### src/rtl/pipeline_stall_ctrl_pkg.sv
// Shared pipeline definitions: stall-controller FSM encoding, multiply/divide
// latency default and the hard-wired zero register.
package pipeline_stall_ctrl_pkg;

  typedef enum logic [0:0] {
    StRun,
    StMdBusy
  } md_state_e;

  localparam int unsigned MulDivCyclesDefault = 32;
  localparam logic [4:0] RegZero = 5'd0;

endpackage

### src/rtl/pipeline_stall_ctrl.sv
// Hazard detection and stall/flush control for the 5-stage pipeline, including
// tracking of the multi-cycle HI/LO multiply/divide unit.
module pipeline_stall_ctrl
  import pipeline_stall_ctrl_pkg::*;
#(
  parameter int unsigned MULDIV_CYCLES = MulDivCyclesDefault
) (
  input  logic        clk,
  input  logic        rst_n,
  input  logic [4:0]  IF_ID_rs,
  input  logic [4:0]  IF_ID_rt,
  input  logic        IF_ID_is_branch,
  input  logic        IF_ID_is_muldiv,
  input  logic        IF_ID_reads_hilo,
  input  logic [4:0]  ID_EX_dst,
  input  logic        ID_EX_reg_write,
  input  logic        ID_EX_mem_read,
  input  logic [4:0]  EX_MEM_rd,
  input  logic        EX_MEM_mem_read,
  input  logic        branch_taken,
  output logic        pc_write,
  output logic        IF_ID_write,
  output logic        IF_ID_flush,
  output logic        ID_EX_flush,
  output logic        md_busy,
  output logic [15:0] stall_cycles
);

  localparam logic [5:0] MdLoad = 6'(MULDIV_CYCLES - 1);

  md_state_e   state_q, state_d;
  logic [5:0]  md_cnt_q, md_cnt_d;
  logic [15:0] stall_cycles_q, stall_cycles_d;

  logic ex_dst_match, mem_rd_match;
  logic load_use_haz, branch_ex_haz, branch_mem_haz, hilo_haz;
  logic stall;

  assign md_busy = (state_q == StMdBusy);

  assign ex_dst_match  = (ID_EX_dst != RegZero) &&
                         ((ID_EX_dst == IF_ID_rs) || (ID_EX_dst == IF_ID_rt));
  assign mem_rd_match  = (EX_MEM_rd != RegZero) &&
                         ((EX_MEM_rd == IF_ID_rs) || (EX_MEM_rd == IF_ID_rt));

  assign load_use_haz   = ID_EX_mem_read && ex_dst_match;
  assign branch_ex_haz  = IF_ID_is_branch && ID_EX_reg_write && ex_dst_match;
  assign branch_mem_haz = IF_ID_is_branch && EX_MEM_mem_read && mem_rd_match;
  assign hilo_haz       = md_busy && (IF_ID_is_muldiv || IF_ID_reads_hilo);

  // Masking with rst_n keeps the pipeline enabled and unflushed during reset.
  assign stall = rst_n && (load_use_haz || branch_ex_haz || branch_mem_haz || hilo_haz);

  assign pc_write     = !stall;
  assign IF_ID_write  = !stall;
  assign ID_EX_flush  = stall;
  assign IF_ID_flush  = rst_n && branch_taken && !stall;
  assign stall_cycles = stall_cycles_q;

  always_comb begin
    state_d  = state_q;
    md_cnt_d = md_cnt_q;
    unique case (state_q)
      StRun: begin
        if (IF_ID_is_muldiv && !stall) begin
          state_d  = StMdBusy;
          md_cnt_d = MdLoad;
        end
      end
      StMdBusy: begin
        // A muldiv waiting in ID is still stalled here, so it starts one cycle later.
        if (md_cnt_q == 6'd0) begin
          state_d = StRun;
        end else begin
          md_cnt_d = md_cnt_q - 6'd1;
        end
      end
      default: begin
        state_d  = StRun;
        md_cnt_d = 6'd0;
      end
    endcase
  end

  always_comb begin
    stall_cycles_d = stall_cycles_q;
    if (stall && (stall_cycles_q != 16'hFFFF)) begin
      stall_cycles_d = stall_cycles_q + 16'd1;
    end
  end

  always_ff @(posedge clk) begin
    if (!rst_n) begin
      state_q        <= StRun;
      md_cnt_q       <= 6'd0;
      stall_cycles_q <= 16'd0;
    end else begin
      state_q        <= state_d;
      md_cnt_q       <= md_cnt_d;
      stall_cycles_q <= stall_cycles_d;
    end
  end

endmodule

### config.mk
export PLATFORM = sky130hd
export DESIGN_NAME = pipeline_stall_ctrl
export DESIGN_NICKNAME = d
export VERILOG_FILES = /design/src/rtl/pipeline_stall_ctrl_pkg.sv /design/src/rtl/pipeline_stall_ctrl.sv
export SDC_FILE = /design/constraint.sdc
export NUM_CORES = 1
export LEC_CHECK = 0
export ABC_AREA = 0
export CORE_MARGIN = 4
export CORE_UTILIZATION = 50
export CTS_BUF_LIST = sky130_fd_sc_hd__clkbuf_8
export DETAILED_ROUTE_END_ITERATION = 7
export PLACE_DENSITY_LB_ADDON = 0.12
export SYNTH_ARGS = -nofsm -noshare
export SYNTH_HDL_FRONTEND = slang
export SYNTH_SLANG_ARGS = --single-unit
### constraint.sdc
create_clock -name clk -period 3.3 [get_ports clk]
set_input_delay 0.495 -clock clk [delete_from_list [all_inputs] [get_ports clk]]
set_output_delay 0.495 -clock clk [all_outputs]
set_load 0.01 [all_outputs]
==> flow_summary.toml <==
[synthesis]
ys_seq_area_share_pct = 31.5
async_reset_ff_share_pct = 0
ys_types = 42
ys_top_cells_by_count = "23 x dfxtp_1, 20 x xor2_1, 14 x a21oi_1, 14 x nand2_1, 10 x or4_1"
yosysWarnings = 0
synthFlopType = "dfxtp_1"
synth_edf_count = 0
syn-cell-area_um2 = 1460
synth_top_cell_area_share_pct = 31.5
synth_area_leaders = "dfxtp_1 31%, xor2_1 12%, or4_1 5.1%"
syn_nets = 210
yosysTopAreaCell = "dfxtp_1"
yosysMostFrequentCell = "dfxtp_1"
ys_seq_elements = 23
syn_area_per_cell_um2 = 8.18
syn_inst = 179

[placement]
gp_congestion = 0.976
dp_hpwl_mm = 3.02
dp_cells = 254
io_buffer_count = 49
dpl_cell_area_um2 = 1970
dp_slack_ns = 0.0756

[timing]
skew_ns = 0.00199
period_needed_ns = 3.22
setup_ws_ns = 0.0788
fmax_mhz = 310
fin_setup_tns_ns = 0
fin_crit_sh_pct = 97.6
worst_pin_slew_ns = 0.542
rsz0062_at_grt = "false"
whs_ns = 0.491
hold_violations = 0
report.final.slew_viol_count = 0
worst_slew_margin_rel_pct = 63.8
setup_viol = 0

[drt]
vias = 1550
first_pass_iters = 4
drt_iter0_drc = 84
via_per_inst = 6.01
drt-wirelength-per-cell_um = 14.5
routed_wl_mm = 3.75
drc = 0
antenna_left = 0

[global_routing]
overflow = 0
grt_max_degree = 30
antenna_found_initial = 0
grt_pass1_wl_mm = 6.24
grt_usage_pct = 19.4
first_global_vias = 1490

[status]
status = "completed"

[cells_and_area]
insertedDiodeCount = 0
layoutNonFillerInstCount = 258
final_core_util_pct = 72.3
fillers = 212
design_area_um2 = 2010
drive_above_1_share_pct = 3.52
nets = 259
syn2layout_area_growth_pct = 37.4

[clocking]
cts-hold-fix-buffers = 0
cts_tree = "built"
post_cts_buffers = 0
htree_levels = 1
cts-root-buf = "clkbuf_8"
clk_pin_slew_ns = 0.08
cts_sinks = 23
cts.repair.resized = 0
clkLatencyLatePin_ns = 0.27
numCtsBuffers = 3
clock_path_buffers = 2

[worst_hold_path]
min_path_type = "reg2reg"
hp-start = "stall_cycles[10]$_SDFFE_PN0P_"
hold_end = "stall_cycles[10]$_SDFFE_PN0P_"
min_path_cells = 2

[run]
max-cap-violations = 0

[setup_path]
r2r-end = "stall_cycles[15]$_SDFFE_PN0P_"
crit_type = "in2out"
critPathLaunchType = "input port"
worst-path-max-fanout = 3
required_ns = 2.80
end_kind = "output port"
r2r_cells = 6
rr_startpoint = "stall_cycles[2]$_SDFFE_PN0P_"
r2r_slack_ns = 1.20
cp_data_arrival_time_ns = 2.73

[power_and_ir_drop]
p_total_uw = 645
ir_worst_vdd_mv = 0.287
p_leak_nw = 0.687
power_density_nw_per_um2 = 321

[floorplan]
die_h_um = 62.1
dieArea_um2 = 3860
ios = 50
dieWidth_um = 62.1
num_rows = 19
coreArea_um2 = 2780
initial_core_util_pct = 52.6
[metal layers]
| metal | GRT usage [%] | routed length, µm | part of all wire, % | up-vias |
|---|---|---|---|---|
| li1 | - | - | - | 772 |
| met1 | 21.7 | 1570 | 42 | 691 |
| met2 | 32.9 | 1760 | 47 | 68 |
| met3 | 3.78 | 232 | 6.2 | 19 |
| met4 | 12.7 | 186 | 5.0 | 0 |
| met5 | 0 | 0 | 0 | - |
[report_power, final]
group	internal [mW]	total (mW)	switching, mW
registers	0.290	0.304	0.0148
logic	0.0830	0.166	0.0826
clock network	0.0844	0.175	0.0910
total	0.457	0.645	0.188
[cell type report]
type | count | area [µm²] | area share (%)
Sequential cell | 23 | 460 | 22.9
Timing Repair Buffer | 51 | 505 | 25.1
Inverter | 8 | 30.0 | 1.49
Clock buffer | 3 | 41.3 | 2.05
Clock inverter | 1 | 5.00 | 0.249
Multi-Input combinational cell | 141 | 931 | 46.3
Tap cell | 31 | 38.8 | 1.93
[worst max path at each step]
stage                 start           to  slack, ns
6_report       ID_EX_dst[1]  IF_ID_write       0.08
5_1_grt        ID_EX_dst[1]  IF_ID_write      0.008
4_1_cts        ID_EX_dst[1]  IF_ID_write       0.07
3_5_place_dp   ID_EX_dst[1]  IF_ID_write       0.08
3_3_place_gp   EX_MEM_rd[1]     pc_write       0.15
2_1_floorplan  EX_MEM_rd[1]     pc_write       0.82
[cell families (layout without fill, tap and decap cells)]
logic type	after synthesis	after routing	share of synthesized area [%]
AND/OR/NAND/NOR	65	65	24.8
buffers and inverters	15	63	4.96
multiplexers	4	4	2.82
flip-flops	23	23	31.5
XOR/XNOR	20	20	12.0
adder cells (fa/ha/maj)	2	2	1.71
AO/OA/AOI/OAI	50	50	22.3
[registers in the layout, summed over array words and instances, names as in the netlist]
name,cells
md_busy,1
md_cnt_q,6
stall_cycles,16
[worst max-delay path: stages]
cell	delay [ns]
clkdlybuf4s50_1	0.48
or4_1	0.58
o21ai_1	0.19
o221a_1	0.27
nand2b_1	0.16
clkdlybuf4s50_1	0.55
[placed cells by master, fill, tap and decap left out, types with 2 or more instances in the layout]
cell type        netlist  final
nand2_1               14     14
o31ai_1                9      9
nand4_1                4      4
nor3_1                 7      7
and2_1                 2      2
nand3_1                6      6
o21a_1                 2      2
or3_1                  3      3
inv_1                  8      8
buf_4                  2      2
a31oi_1                3      3
a21oi_1               14     14
o21ai_0                2      2
o211ai_1               4      4
clkdlybuf4s50_1        0     49
clkbuf_8               0      3
xor2_1                20     20
dfxtp_1               23     23
o21ai_1                7      7
a22oi_1                2      2
nand2b_1               2      2
nor2b_1                2      2
mux2i_1                3      3
and3_1                 2      2
ha_1                   2      2
or4_1                 10     10
nor2_1                 7      7
Note: power is estimated with default switching activity, not from simulation.
==> edit, RTL diff (same flow settings) <==
Register the input `IF_ID_is_muldiv` before use, without a reset. The logic sees it one clock later. The other inputs are not delayed to match.
--- a/src/rtl/pipeline_stall_ctrl.sv
+++ b/src/rtl/pipeline_stall_ctrl.sv
@@ -29,4 +29,10 @@
   localparam logic [5:0] MdLoad = 6'(MULDIV_CYCLES - 1);
 
+  logic IF_ID_is_muldiv_q;
+
+  always_ff @(posedge clk) begin
+    IF_ID_is_muldiv_q <= IF_ID_is_muldiv;
+  end
+
   md_state_e   state_q, state_d;
   logic [5:0]  md_cnt_q, md_cnt_d;
@@ -47,5 +53,5 @@
   assign branch_ex_haz  = IF_ID_is_branch && ID_EX_reg_write && ex_dst_match;
   assign branch_mem_haz = IF_ID_is_branch && EX_MEM_mem_read && mem_rd_match;
-  assign hilo_haz       = md_busy && (IF_ID_is_muldiv || IF_ID_reads_hilo);
+  assign hilo_haz       = md_busy && (IF_ID_is_muldiv_q || IF_ID_reads_hilo);
 
   // Masking with rst_n keeps the pipeline enabled and unflushed during reset.
@@ -63,5 +69,5 @@
     unique case (state_q)
       StRun: begin
-        if (IF_ID_is_muldiv && !stall) begin
+        if (IF_ID_is_muldiv_q && !stall) begin
           state_d  = StMdBusy;
           md_cnt_d = MdLoad;
Formal check against the unedited RTL: not equivalent (a bounded check fails within 4 cycles, from zero or initial values and one cycle with rst_n low).
==> edit against the original RTL <==
  * Wire length shrank 1.9%
  * Power is 7.1% higher
  * Largest power group unchanged
  * Critical endpoint unchanged
  * Combinational power rose by 2%
  * Synthesized cell count is 0.56% higher
  * Final area increased by 3.5%
  * Sequential share of layout area grew 0.18 points
  * First-iteration DRC count increased by 12%
  * Utilization rose by 1.9 points
  * Synthesized area up 1.4%
  * Largest cell class unchanged
  * Setup slack improved by 38 ps
  * Sequential cell count is 1 higher
==> edit: results (changes against the original RTL) <==
setup_path:
  cp_top_family: "buffers and inverters"
  crit_path_top_delay_cell: "clkdlybuf4s50_1"
  startpoint: "EX_MEM_rd[2]"
  max_stage_delay_ps: 550  # -30 ps
  r2r-start: "stall_cycles[2]$_SDFFE_PN0P_"
  worst-path-max-fanout: 6  # +3
clocking:
  cts_buffers: 3  # unchanged
  clock-root-buffer: "clkbuf_8"
  clk_latency_ps: 270  # about the same
  clockBufferDepth: 2  # unchanged
  htreeDepth: 1  # unchanged
grt:
  grt_first_pass_wirelength_um: 6670  # +6.9%
  grt_util_all_layers: 0.201  # +0.00713
  grt_max_degree: 21  # -30%
  grt_pass1_vias: 1556  # +4.4%
  overflow: 0  # unchanged
  grt_antenna_before_repair: 0  # unchanged
synth:
  synthFlopType: "dfxtp_1"
  syn_nets: 211  # +0.48%
  ys_seq_elements: 24  # +4.3%
  synth.distinct_cells: 42  # unchanged
  synthTopCellsByArea: "dfxtp_1 32%, xor2_1 12%, or4_1 5.1%"
  synth_warnings: 0  # unchanged
  synth_commonest_cells: "24 x dfxtp_1, 20 x xor2_1, 14 x a21oi_1, 14 x nand2_1, 10 x or4_1"
  postSynth.asyncResetShare: 0  # unchanged
  synth_seq_area_share: 0.324  # +0.00925
finish:
  fillers: 219  # +3.3%
  largest_reg_flops: 16  # unchanged
  antenna_cells: 0  # unchanged
  drive_gt1_frac: 0.0644  # +0.0291
  fin_nets: 265  # +2.3%
pwr:
  leakagePower_nw: 0.724  # +5.4%
  p_int_w: 0.000498  # +8.9%
  vdd_drop_max_mv: 0.170  # -41%
placed_design:
  hpwl_um: 2960  # -1.9%
  pre_cts_slack_ps: 36.7  # -38.9 ps
  gp_congestion: 0.829  # -15%
route:
  firstDrtPassIters: 4  # unchanged
  vias: 1521  # -1.9%
  drt_wl_total_um: 3680  # -1.9%
  first_iter_violations: 94  # +12%
run_status:
  status: "finished clean"
hold_path:
  worst_hold_startpoint: "stall_cycles[15]$_SDFFE_PN0P_"
  min_path_type: "flip-flop to flip-flop"
timing:
  worst_pin_slew_ps: 552  # +9.50 ps
  skew_ps: 5.26  # +3.27 ps
-- edit: path summary, 6_finish.rpt --
path                                                      end  slack [ps]  cells past startpoint
worst max register to register  stall_cycles[13]$_SDFFE_PN0P_        1190                      6
worst max-delay path                              IF_ID_write         120                      6
worst min register to register  stall_cycles[15]$_SDFFE_PN0P_         500                      2
worst min-delay path            stall_cycles[15]$_SDFFE_PN0P_         500                      2
-- edit: power groups by stage --
stage | registers, W | clock network [W] | logic [W]
global placement | 0.000323 | 0 | 0.000163
global route | 0.000321 | 0.000220 | 0.000188
floorplan | 0.000320 | 0 | 0.0000950
finish | 0.000318 | 0.000204 | 0.000170
detailed placement | 0.000324 | 0 | 0.000169
CTS | 0.000317 | 0.000205 | 0.000169
-- edit: repair_timing --
item | CTS | global route
gates resized for setup | 0 | 2
setup endpoints to repair | 0 | 4
buffers inserted | 0 | 0
-- edit: per-layer routing --
layer	global-route usage	wire, um	up-vias
met4	0.0551	30	0
met2	0.350	1760	41
met5	0	0	-
li1	-	-	777
met3	0.0432	186	5
met1	0.249	1700	698
-- edit: cell families (layout without fill, tap and decap cells) --
| family | after synthesis | count (layout) | share of synthesized area |
|---|---|---|---|
| mux | 4 | 4 | 0.0278 |
| xor+xnor | 20 | 20 | 0.118 |
| simple gates | 65 | 65 | 0.245 |
| fa+ha+maj | 2 | 2 | 0.0169 |
| flops | 24 | 24 | 0.324 |
| compound gates | 50 | 50 | 0.220 |
| buf+inv | 15 | 68 | 0.0489 |
-- edit: worst min-delay path: stages, from the launching register on --
cell and delay, ps:
dfxtp_1 340, o31ai_1 70, a21oi_1 50
-- edit: layout make-up --
| cell class | instances | share of cell area |
|---|---|---|
| Clock buffer | 4 | 0.0264 |
| Inverter | 8 | 0.0144 |
| Multi-Input combinational cell | 141 | 0.449 |
| Sequential cell | 24 | 0.231 |
| Tap cell | 31 | 0.0186 |
| Timing Repair Buffer | 56 | 0.261 |
-- edit: stage by stage --
step                      cell area [sq um]  std cells  total power, W
after floorplan                        1480        180        0.000415
after global placement                 2020        260        0.000486
after detailed placement               2020        260        0.000493
after CTS                              2080        264        0.000692
after global routing                   2080        264        0.000730
final                                  2080        264        0.000691
